--- config.mk ---
export PLATFORM = sky130hd
export DESIGN_NAME = timer_capture
export DESIGN_NICKNAME = d
export VERILOG_FILES = /design/src/rtl/timer_capture.sv
export SDC_FILE = /design/constraint.sdc
export NUM_CORES = 1
export LEC_CHECK = 0
export CORE_ASPECT_RATIO = 0.75
export CORE_MARGIN = 5
export CORE_UTILIZATION = 55
export DETAILED_ROUTE_END_ITERATION = 10
export GPL_TIMING_DRIVEN = 0
export PLACE_DENSITY = 0.78
export SLEW_MARGIN = 20
export SYNTH_ARGS = -nofsm -noshare
export SYNTH_HDL_FRONTEND = slang
export SYNTH_SLANG_ARGS = --single-unit
--- constraint.sdc ---
create_clock -name clk -period 3 [get_ports clk]
set_input_delay 0.45 -clock clk [delete_from_list [all_inputs] [get_ports clk]]
set_output_delay 0.45 -clock clk [all_outputs]
set_load 0.05 [all_outputs]
--- src/rtl/timer_capture.sv ---
// -----------------------------------------------------------------------------
// timer_capture
//
// Input-capture unit for the timer subsystem. An asynchronous level input is
// synchronised, the selected edges are detected, and each detected edge is
// timestamped with a free-running counter. Timestamps (plus the edge type) are
// queued in a small show-ahead FIFO that the host drains with rd_en.
//
// Parameters:
//   CNT_W       - width of the free-running counter and of each timestamp
//   DEPTH       - FIFO entries (power of two, >= 2)
//   SYNC_STAGES - synchroniser flops on cap_in (>= 2)
//
// Ports:
//   clk      in   single clock, all state changes on the rising edge
//   clr_b    in   synchronous active-low reset, highest priority
//   en       in   1 = counter runs and captures are enabled
//   cap_in   in   asynchronous capture input
//   edge_sel in   00 none, 01 rising, 10 falling, 11 both
//   rd_en    in   pop request for the FIFO head
//   rd_data  out  timestamp at the FIFO head (show-ahead)
//   rd_edge  out  edge type at the head: 1 = rising, 0 = falling
//   rd_valid out  head is valid (~empty)
//   empty    out  FIFO empty
//   full     out  FIFO full
//   count    out  live counter value
//   overflow out  sticky: an edge was lost because the FIFO was full
//   ovf_clr  in   clears overflow (a same-cycle loss keeps it set)
// -----------------------------------------------------------------------------
module timer_capture #(
  parameter int CNT_W       = 16,
  parameter int DEPTH       = 4,
  parameter int SYNC_STAGES = 2
) (
  input  logic             clk,
  input  logic             clr_b,
  input  logic             en,
  input  logic             cap_in,
  input  logic [1:0]       edge_sel,
  input  logic             rd_en,
  output logic [CNT_W-1:0] rd_data,
  output logic             rd_edge,
  output logic             rd_valid,
  output logic             empty,
  output logic             full,
  output logic [CNT_W-1:0] count,
  output logic             overflow,
  input  logic             ovf_clr
);

  localparam int PTR_W = (DEPTH > 1) ? $clog2(DEPTH) : 1;
  // One extra bit so that "DEPTH entries" is distinguishable from zero.
  localparam int OCC_W = PTR_W + 1;
  localparam logic [OCC_W-1:0] OCC_FULL = OCC_W'(DEPTH);

  // ---------------------------------------------------------------------------
  // Free-running counter
  // ---------------------------------------------------------------------------
  logic [CNT_W-1:0] count_reg;
  logic [CNT_W-1:0] count_next;

  // Wraps silently through 2^CNT_W-1 -> 0.
  always_comb begin
    count_next = count_reg;
    if (en) begin
      count_next = count_reg + CNT_W'(1);
    end
  end

  always_ff @(posedge clk) begin
    if (!clr_b) begin
      count_reg <= '0;
    end else begin
      count_reg <= count_next;
    end
  end

  // ---------------------------------------------------------------------------
  // Synchroniser and edge detection
  // ---------------------------------------------------------------------------
  logic [SYNC_STAGES-1:0] sync_reg;
  logic [SYNC_STAGES-1:0] sync_next;
  logic                   s;
  logic                   p_reg;
  logic                   rise;
  logic                   fall;
  logic                   hit;

  // Shift cap_in in at bit 0; the oldest stage is the synchronised level.
  assign sync_next = {sync_reg[SYNC_STAGES-2:0], cap_in};
  assign s         = sync_reg[SYNC_STAGES-1];

  // The history flop tracks s even while disabled, so a level change made
  // while en=0 never shows up as an edge once en is raised again.
  always_ff @(posedge clk) begin
    if (!clr_b) begin
      sync_reg <= '0;
      p_reg    <= 1'b0;
    end else begin
      sync_reg <= sync_next;
      p_reg    <= s;
    end
  end

  assign rise = s & ~p_reg;
  assign fall = ~s & p_reg;
  assign hit  = en & ((rise & edge_sel[0]) | (fall & edge_sel[1]));

  // ---------------------------------------------------------------------------
  // FIFO control
  // ---------------------------------------------------------------------------
  logic [PTR_W-1:0] wr_ptr_reg;
  logic [PTR_W-1:0] wr_ptr_next;
  logic [PTR_W-1:0] rd_ptr_reg;
  logic [PTR_W-1:0] rd_ptr_next;
  logic [OCC_W-1:0] occ_reg;
  logic [OCC_W-1:0] occ_next;
  logic             pop;
  logic             push;
  logic             drop;

  assign empty    = (occ_reg == '0);
  assign full     = (occ_reg == OCC_FULL);
  assign rd_valid = ~empty;

  // A pop frees a slot in the same cycle, so a full FIFO still accepts an
  // edge when the host reads concurrently. A pop on an empty FIFO is ignored
  // even if a push lands in that cycle.
  assign pop  = rd_en & ~empty;
  assign push = hit & (~full | pop);
  assign drop = hit & full & ~pop;

  always_comb begin
    wr_ptr_next = wr_ptr_reg;
    rd_ptr_next = rd_ptr_reg;
    occ_next    = occ_reg;
    if (push) begin
      wr_ptr_next = wr_ptr_reg + PTR_W'(1);
    end
    if (pop) begin
      rd_ptr_next = rd_ptr_reg + PTR_W'(1);
    end
    case ({push, pop})
      2'b10:   occ_next = occ_reg + OCC_W'(1);
      2'b01:   occ_next = occ_reg - OCC_W'(1);
      default: occ_next = occ_reg;
    endcase
  end

  always_ff @(posedge clk) begin
    if (!clr_b) begin
      wr_ptr_reg <= '0;
      rd_ptr_reg <= '0;
      occ_reg    <= '0;
    end else begin
      wr_ptr_reg <= wr_ptr_next;
      rd_ptr_reg <= rd_ptr_next;
      occ_reg    <= occ_next;
    end
  end

  // ---------------------------------------------------------------------------
  // FIFO storage
  // ---------------------------------------------------------------------------
  // Slots are cleared by reset so the head reads as zero straight after
  // reset. The head is read combinationally (show-ahead).
  logic [CNT_W-1:0] slot_ts   [DEPTH];
  logic             slot_edge [DEPTH];

  genvar gi;
  generate
    for (gi = 0; gi < DEPTH; gi++) begin : g_slot
      logic [CNT_W-1:0] ts_reg;
      logic             edge_reg;

      // Timestamp is the counter value held during the detection cycle,
      // i.e. before this edge's increment.
      always_ff @(posedge clk) begin
        if (!clr_b) begin
          ts_reg   <= '0;
          edge_reg <= 1'b0;
        end else if (push && (wr_ptr_reg == PTR_W'(gi))) begin
          ts_reg   <= count_reg;
          edge_reg <= rise;
        end
      end

      assign slot_ts[gi]   = ts_reg;
      assign slot_edge[gi] = edge_reg;
    end
  endgenerate

  assign rd_data = slot_ts[rd_ptr_reg];
  assign rd_edge = slot_edge[rd_ptr_reg];

  // ---------------------------------------------------------------------------
  // Sticky overflow
  // ---------------------------------------------------------------------------
  logic overflow_reg;
  logic overflow_next;

  // A loss in the same cycle as a clear wins, so no lost edge goes unreported.
  always_comb begin
    overflow_next = overflow_reg;
    if (drop) begin
      overflow_next = 1'b1;
    end else if (ovf_clr) begin
      overflow_next = 1'b0;
    end
  end

  always_ff @(posedge clk) begin
    if (!clr_b) begin
      overflow_reg <= 1'b0;
    end else begin
      overflow_reg <= overflow_next;
    end
  end

  assign overflow = overflow_reg;
  assign count    = count_reg;

endmodule

After elaboration in Yosys (flattened, before gate mapping)
Index checks and enable logic that the tools add are counted.

word-level totals
  register bits = 95
  output and inout port bits = 37
  word-level logic and storage cells = 61

operators by class
  $add $sub $neg = 5
  $lt $le $gt $ge = 1
  equality and inequality tests = 6
  mux-type cells = 9
  bitwise operators = 17
  reduce and logical (&&, ||, !) cells = 8

operators with widths
  cell                                                                number
  16-bit binary-select mux with 2-bit select                          1
  16-bit 2-to-1 mux                                                   2
  16-bit by 1-bit adder with 16-bit output, second input constant     1
  1-bit AND                                                           9
  2-bit == test, second input constant                                3
  3-bit one-hot mux with 2 select lines                               1
  1-bit inverter                                                      5
  2-bit by 1-bit adder with 2-bit output, second input constant       2
  2-bit by 1-bit == test with 1-bit output, second input constant     2
  1-bit logical AND                                                   4
  1-bit 2-to-1 mux                                                    4
  2-bit nonzero test                                                  2
  3-bit by 1-bit adder with 3-bit output, second input constant       1
  3-bit == test, second input constant                                1
  3-bit >= comparator, second input constant                          1
  3-bit zero test                                                     1
  2-bit inverter with 3-bit output                                    1
  3-bit by 1-bit subtractor with 3-bit output, second input constant  1
  1-bit binary-select mux with 2-bit select                           1
  2-bit zero test                                                     1
  1-bit bitwise OR                                                    2

Longest topological paths before layout
Gate-level depths: netlist of the first run.

  depth after elaboration = 8
  mapped depth = 11
  mapped depth without buffers = 9

Worst setup path after synthesis of the first run
OpenSTA, ideal clock, no wires.

  path type = input to register
  start = in rd_en
  end = reg occ_reg[2]
  arrival time = 2,183 ps
  path slack = 742 ps
  cell stages on the path = 10
  cell sequence = nor4b_2 a211oi_2 buf_6 inv_1 ha_1 inv_1 fa_1 xor2_1 or3_1 a21boi_0

on the way
  cells in the longest elaborated chain, start to end = 5
  elaborated cells on any way between the ends = 7
  classes of those cells = eq/ne (2); mux (1); bitwise (3); reduce/logical (1)

RTL lines
  element                                                                      RTL line  text
  start: declaration                                                           40        input logic rd_en,
  1-bit AND (*)                                                                129       assign pop = rd_en & ~empty;
  1-bit bitwise OR                                                             130       assign push = hit & (~full | pop);
  1-bit AND                                                                    130
  2-bit by 1-bit == test with 1-bit output or 2-bit == test (tied branches)    143       case ({push, pop})
  3-bit one-hot mux with 2 select lines or 2-bit nonzero test (tied branches)  n/a
  end signal: assignment                                                       158       occ_reg <= occ_next;
  end: declaration                                                             116       logic [OCC_W-1:0] occ_reg;

Every way passes the cells marked *; elsewhere a longest branch is shown, timed or not.
A chain may end at the register's enable or synchronous reset.

Worst setup path in the final report of the first run
  start = reg rd_ptr_reg[0]
  end = out rd_data[1]

on the way
  cells in the longest elaborated chain, start to end = 4

RTL lines
  element                                                 RTL line  text
  start: declaration                                      114       logic [PTR_W-1:0] rd_ptr_reg;
  start signal: assignment                                157       rd_ptr_reg <= rd_ptr_next;
  2-bit inverter with 3-bit output (not written as such)  193       assign rd_data = slot_ts[rd_ptr_reg];
  16-bit binary-select mux with 2-bit select              193
  16-bit 2-to-1 mux (not written as such) (2 in series)   193
  end: declaration                                        41        output logic [CNT_W-1:0] rd_data,

Every way passes these cells. The select of a mux whose other input is x is not followed.

==> results.json, run 1 <==
{
  "grt_max_degree": 15,
  "layout.nets": 466,
  "start_kind": "register",
  "final_antenna_net_count": 0,
  "post-route-drc-count": 0,
  "status": "completed",
  "netSwitchingPower_w": 0.000532,
  "syn_inst": 398,
  "ir_worst_vdd_mv": 0.336,
  "grt_usage_pct": 21.2,
  "leakagePower_nw": 2.22,
  "die_w_microns": 112,
  "synth_area_per_cell_sq_um": 10.7,
  "skew_ns": 0.00833,
  "max_freq_mhz": 353,
  "drv_slew": 0,
  "seq_area_frac_synth_pct": 44.5,
  "cts_tree": "done",
  "ys_types": 33,
  "path_class": "reg2out",
  "tightest_slew_ns": 0.655,
  "synth_edf_count": 0,
  "ys_ff_latch": 95,
  "n_antenna_cell": 0,
  "wl_per_cell_microns": 17.3,
  "rsz0062_at_grt": "false",
  "async_flop_share_pct": 0,
  "clk_path_buf_depth": 2,
  "wl_microns": 9600,
  "place_hpwl_microns": 6920,
  "finalWeightedCongestion": 0.788,
  "power.density_nw_per_um2": 455,
  "grt_pass1_wl_microns": 16000,
  "critPathMaxStageDelay_ns": 0.71,
  "port_buffers": 43,
  "numCtsBuffers": 9,
  "synth_area_sq_um": 4280,
  "synth-main-ff-cell": "dfxtp_1",
  "critPathMaxFanout": 10,
  "vias": 3028,
  "clk_latency_ns": 0.36,
  "viasPerCell": 5.45,
  "setup_tns_ns": 0,
  "die_h_microns": 86.4,
  "antenna_found_initial": 0,
  "sw_frac_of_total_pct": 23.3,
  "endpoint_kind": "output port",
  "hold_viol": 0,
  "cts_root_buf": "clkbuf_8",
  "core_area_sq_um": 7470,
  "post-route-util_pct": 67.3,
  "slew_headroom_pct": 56.3,
  "area_growth_syn_to_layout_pct": 17.4,
  "synth_warnings": 0,
  "syn_nets": 413,
  "period_minus_slack_ns": 2.83,
  "ios": 45,
  "grt_pass1_vias": 3104,
  "path_cells": "buf_2 -> buf_4 -> mux4_2 -> clkdlybuf4s50_1",
  "fill_cells": 583,
  "pwr-share-clk_pct": 36.8,
  "floorplan.die_area_sq_um": 9660,
  "rows": 27,
  "postCtsHoldBufs": 0,
  "cts_sinks": 95,
  "seqPwrFrac_pct": 56.0,
  "setup_violations": 0,
  "largest_reg_flops": 64,
  "grt-ovfl-total": 0,
  "crit_slowest_cell": "clkdlybuf4s50_1",
  "p_int_w": 0.00175,
  "period_share_pct": 94.3,
  "htree_levels": 3,
  "cp.required_ns": 2.55,
  "dp_cells": 542,
  "drt_pass1_iterations": 4,
  "arrival_ns": 2.38,
  "clk_pin_slew_ns": 0.09,
  "layout-drive-gt1-share_pct": 11.2,
  "stdcell_count": 556,
  "start_util_pct": 57.3,
  "hp-class": "reg2reg",
  "drv_cap": 0,
  "combPwrFrac_pct": 7.2,
  "drt_iter0_drc": 158
}
[power groups by stage]
stage	registers [W]	logic, W	clock network, W
final	0.00128	0.000164	0.000840
after floorplan	0.00132	0.000103	0
after global placement	0.00131	0.000160	0
after global routing	0.00128	0.000176	0.000911
after CTS	0.00128	0.000165	0.000856
after detailed placement	0.00131	0.000164	0
[cells in the mapped netlist, drive strengths merged, types with 6 or more instances]
| cell type | n | area, sq um |
|---|---|---|
| and2 | 17 | 106 |
| mux2i | 74 | 741 |
| mux4 | 17 | 383 |
| buf | 10 | 116 |
| nand4 | 6 | 43.8 |
| ha | 6 | 75.1 |
| inv | 9 | 33.8 |
| clkbuf | 14 | 52.6 |
| xnor2 | 10 | 87.6 |
| dfxtp | 95 | 1900 |
| nand2 | 98 | 433 |
[cells by family (layout without fill, tap and decap cells)]
family	count (synthesis)	count (layout)	share of synthesized area [%]
xor+xnor	14	14	2.87
buf+inv	33	90	4.74
mux	91	91	26.3
flops	95	95	44.5
compound gates	10	10	1.55
fa+ha+maj	7	7	2.22
simple gates	148	148	17.9
[through the flow]
| step | total power, W | hold WS (ns) | cell area [sq um] | worst slack (ns) |
|---|---|---|---|---|
| floorplan | 0.00142 | 0.412 | 4280 | 0.742 |
| global placement | 0.00147 | 0.417 | 4830 | 0.189 |
| global route | 0.00237 | 0.480 | 5020 | 0.0528 |
| CTS | 0.00230 | 0.458 | 5020 | 0.0614 |
| detailed placement | 0.00147 | 0.438 | 4830 | 0.162 |
| finish | 0.00228 | 0.457 | 5020 | 0.170 |
[area by class of cell]
class                           count  area (sq um)  area share (%)
Timing Repair Buffer               43           423            8.42
Buffer                             23           168            3.34
Multi-Input combinational cell    270          2170            43.2
Inverter                            9          33.8           0.673
Tap cell                          101           126            2.52
Clock buffer                       11           151            3.01
Clock inverter                      4          45.0           0.897
Sequential cell                    95          1900            37.9
[placed cells by master, fill, tap and decap left out, drive strengths merged]
master / netlist / routed
dlygate4sd2: 0 / 6
a21boi: 2 / 2
and3: 4 / 4
mux4: 17 / 17
clkdlybuf4s50: 0 / 37
buf: 10 / 10
nand3b: 3 / 3
o31a: 1 / 1
xor2: 4 / 4
and2: 17 / 17
mux2i: 74 / 74
a211oi: 1 / 1
ha: 6 / 6
clkbuf: 14 / 24
nor4b: 2 / 2
o21ai: 4 / 4
dfxtp: 95 / 95
fa: 1 / 1
nor2: 1 / 1
nor4: 2 / 2
nor2b: 3 / 3
nor3: 1 / 1
bufinv: 0 / 1
nand2b: 4 / 4
nand3: 4 / 4
nand2: 98 / 98
or3: 3 / 3
xnor2: 10 / 10
clkinv: 0 / 3
nand4: 6 / 6
a21oi: 2 / 2
inv: 9 / 9
[metal layers]
layer  part of all wire [%]  GRT usage (%)  up-vias
met5                      0              0        -
met4                    1.1           5.64        0
met3                    5.2           4.95       11
met2                     45           33.1       81
met1                     49           29.8     1472
li1                       -              -     1464
[what timing repair did]
action,in CTS,in global routing
gates resized for setup,7,1
endpoints found under the setup margin,10,4
pin swaps,0,0
setup buffers,0,0
[worst max-delay path, delay by kind of cell, from the launching register on]
family / cells / cell delay [ns]
multiplexers: 1 / 0.33
flip-flops: 1 / 0.32
buffers and inverters: 3 / 1.35
[worst paths after layout]
check                                                       start                                 to  slack, ns  cells past startpoint
worst max-delay path                   rd_ptr_reg[0]$_SDFFE_PN0P_                         rd_data[1]       0.17                      4
worst min-delay path            g_slot[3].ts_reg[11]$_SDFFE_PN0P_  g_slot[3].ts_reg[11]$_SDFFE_PN0P_       0.46                      2
worst max register to register            occ_reg[0]$_SDFFE_PN0P_            occ_reg[2]$_SDFFE_PN0P_       0.64                     10
worst min register to register  g_slot[3].ts_reg[11]$_SDFFE_PN0P_  g_slot[3].ts_reg[11]$_SDFFE_PN0P_       0.46                      2
Note: power is estimated with default switching activity, not from simulation.
==> run 2, diff against run 1 <==
PLACE_DENSITY = 0.79   (was 0.78)
==> run 2 against run 1 <==
  * Clock skew down 0.0015 ns
  * Sequential power about the same
  * Clock power decreased by 2%
  * Total power decreased by 0.72%
  * Setup slack better by 0.036 ns
  * Die area did not move
  * Core utilization decreased by 0.084 points
  * Critical path depth unchanged
  * Register-to-register slack worse by 0.04 ns
  * Critical path type unchanged
==> results.json, run 2 (same netlist as run 1, synthesis figures left out) <==
{
  "status": "completed",
  "rows": 27,
  "place_hpwl_microns": 6930,
  "cts_setup_buffers": 0,
  "layout.nets": 466,
  "tightest_slew_ns": 0.613,
  "core_area_sq_um": 7470,
  "period_minus_slack_ns": 2.79,
  "drt_iter0_drc": 185,
  "layout-drive-gt1-share_pct": 11.0,
  "die_h_microns": 86.4,
  "wl_met3_microns": 469,
  "final_antenna_net_count": 0,
  "floorplan.die_area_sq_um": 9660,
  "layout_common_cells": "94 x nand2_1, 94 x dfxtp_1, 74 x mux2i_1",
  "start_kind": "register",
  "setup_violations": 0,
  "post-route-drc-count": 0,
  "postCtsHoldBufs": 0,
  "slew_headroom_pct": 59.2,
  "area_growth_syn_to_layout_pct": 17.3,
  "port_buffers": 43,
  "critPathMaxFanout": 10,
  "routed.top_layer": "met4",
  "grt_pass1_vias": 3156,
  "max_freq_mhz": 358,
  "wl_met2_microns": 4510,
  "drv_slew": 0,
  "arrival_ns": 2.34,
  "drv_cap": 0,
  "grt-ovfl-total": 0,
  "viasPerCell": 5.47,
  "cts_sinks": 95,
  "htree_levels": 3,
  "cp.required_ns": 2.55,
  "numCtsBuffers": 9,
  "power.density_nw_per_um2": 452,
  "cts_tree": "done",
  "n_antenna_cell": 0,
  "grt_pass1_wl_microns": 15800,
  "vias": 3046,
  "setup_tns_ns": 0,
  "ios": 45,
  "wl_microns": 9530,
  "wl_per_cell_microns": 17.1,
  "skew_ns": 0.00686,
  "ir_worst_vdd_mv": 0.219,
  "post-route-util_pct": 67.2,
  "die_w_microns": 112,
  "grt_max_degree": 15,
  "path_class": "reg2out",
  "hp-class": "reg2reg",
  "leakagePower_nw": 2.22,
  "endpoint_kind": "output port",
  "start_util_pct": 57.3,
  "clk_path_buf_depth": 2,
  "grt_usage_pct": 20.7,
  "drt_pass1_iterations": 4,
  "rsz0062_at_grt": "false",
  "antenna_found_initial": 0,
  "clk_pin_slew_ns": 0.08,
  "finalWeightedCongestion": 0.821,
  "hold_viol": 0,
  "clk_latency_ns": 0.35,
  "cts_root_buf": "clkbuf_8",
  "period_share_pct": 93.1,
  "routedLengthMet1_microns": 4490,
  "largest_reg_flops": 64
}
==> run 2: changes by cell type in the layout (fill, tap and decap cells not counted) <==
| cell | previous run | this run |
|---|---|---|
| clkbuf_1 | 13 | 15 |
| clkbuf_8 | 11 | 10 |
==> run 2: critical path, cell delays in order, from the launching register on <==
cell and delay [ns]:
dfxtp_1 0.31, buf_2 0.31, buf_4 0.31, mux4_2 0.35
clkdlybuf4s50_1 0.72
==> run 2: stage by stage <==
stage | instance area [sq um] | hold slack (ns) | setup slack [ns] | power [W] | std cells
3_3_place_gp | 4830 | 0.419 | 0.180 | 0.00147 | 542
6_report | 5020 | 0.444 | 0.206 | 0.00227 | 557
4_1_cts | 5010 | 0.443 | 0.0643 | 0.00228 | 557
3_5_place_dp | 4830 | 0.423 | 0.110 | 0.00147 | 542
2_1_floorplan | 4280 | 0.412 | 0.742 | 0.00142 | 398
5_1_grt | 5020 | 0.460 | 0.0575 | 0.00235 | 557
==> run 2: final timing paths <==
kind / to / start / slack, ns / cells after the start
max: rd_data[0] / rd_ptr_reg[0]$_SDFFE_PN0P_ / 0.21 / 4
min: sync_reg[1]$_SDFF_PN0_ / sync_reg[0]$_SDFF_PN0_ / 0.44 / 1
max reg2reg: occ_reg[2]$_SDFFE_PN0P_ / occ_reg[0]$_SDFFE_PN0P_ / 0.60 / 10
min reg2reg: sync_reg[1]$_SDFF_PN0_ / sync_reg[0]$_SDFF_PN0_ / 0.44 / 1
==> run 2: where the power goes <==
group,switching [W],total (W),internal (W)
combinational,0.000102,0.000163,0.0000603
clock,0.000420,0.000825,0.000405
sequential,0.00000981,0.00128,0.00127
==> run 2: area by class of cell <==
cell class	instances	area, sq um
Buffer	23	168
Clock buffer	12	145
Clock inverter	4	45.0
Fill cell	598	2450
Inverter	9	33.8
Multi-Input combinational cell	270	2170
Sequential cell	95	1900
Tap cell	101	126
Timing Repair Buffer	43	423
==> run 2: repair_timing <==
| action | 4_1_cts | 5_1_grt |
|---|---|---|
| endpoints found under the setup margin | 10 | 1 |
| gates resized for setup | 7 | 1 |
| endpoints found under the hold margin | 0 | 0 |
| cloned | 0 | 0 |
| pin swaps | 0 | 0 |
==> run 2: routing by layer <==
metal  vias to the layer above  GRT usage (%)
li1                       1466              -
met1                      1504           27.6
met2                        70           34.0
met3                         6           5.02
met4                         0           5.41
met5                         -              0
==> run 3, diff against run 2 <==
CTS_CLUSTER_SIZE = 14   (was default)
==> results of run 3 <==
Final layout, timing and power as in run 2 (identical DEF).
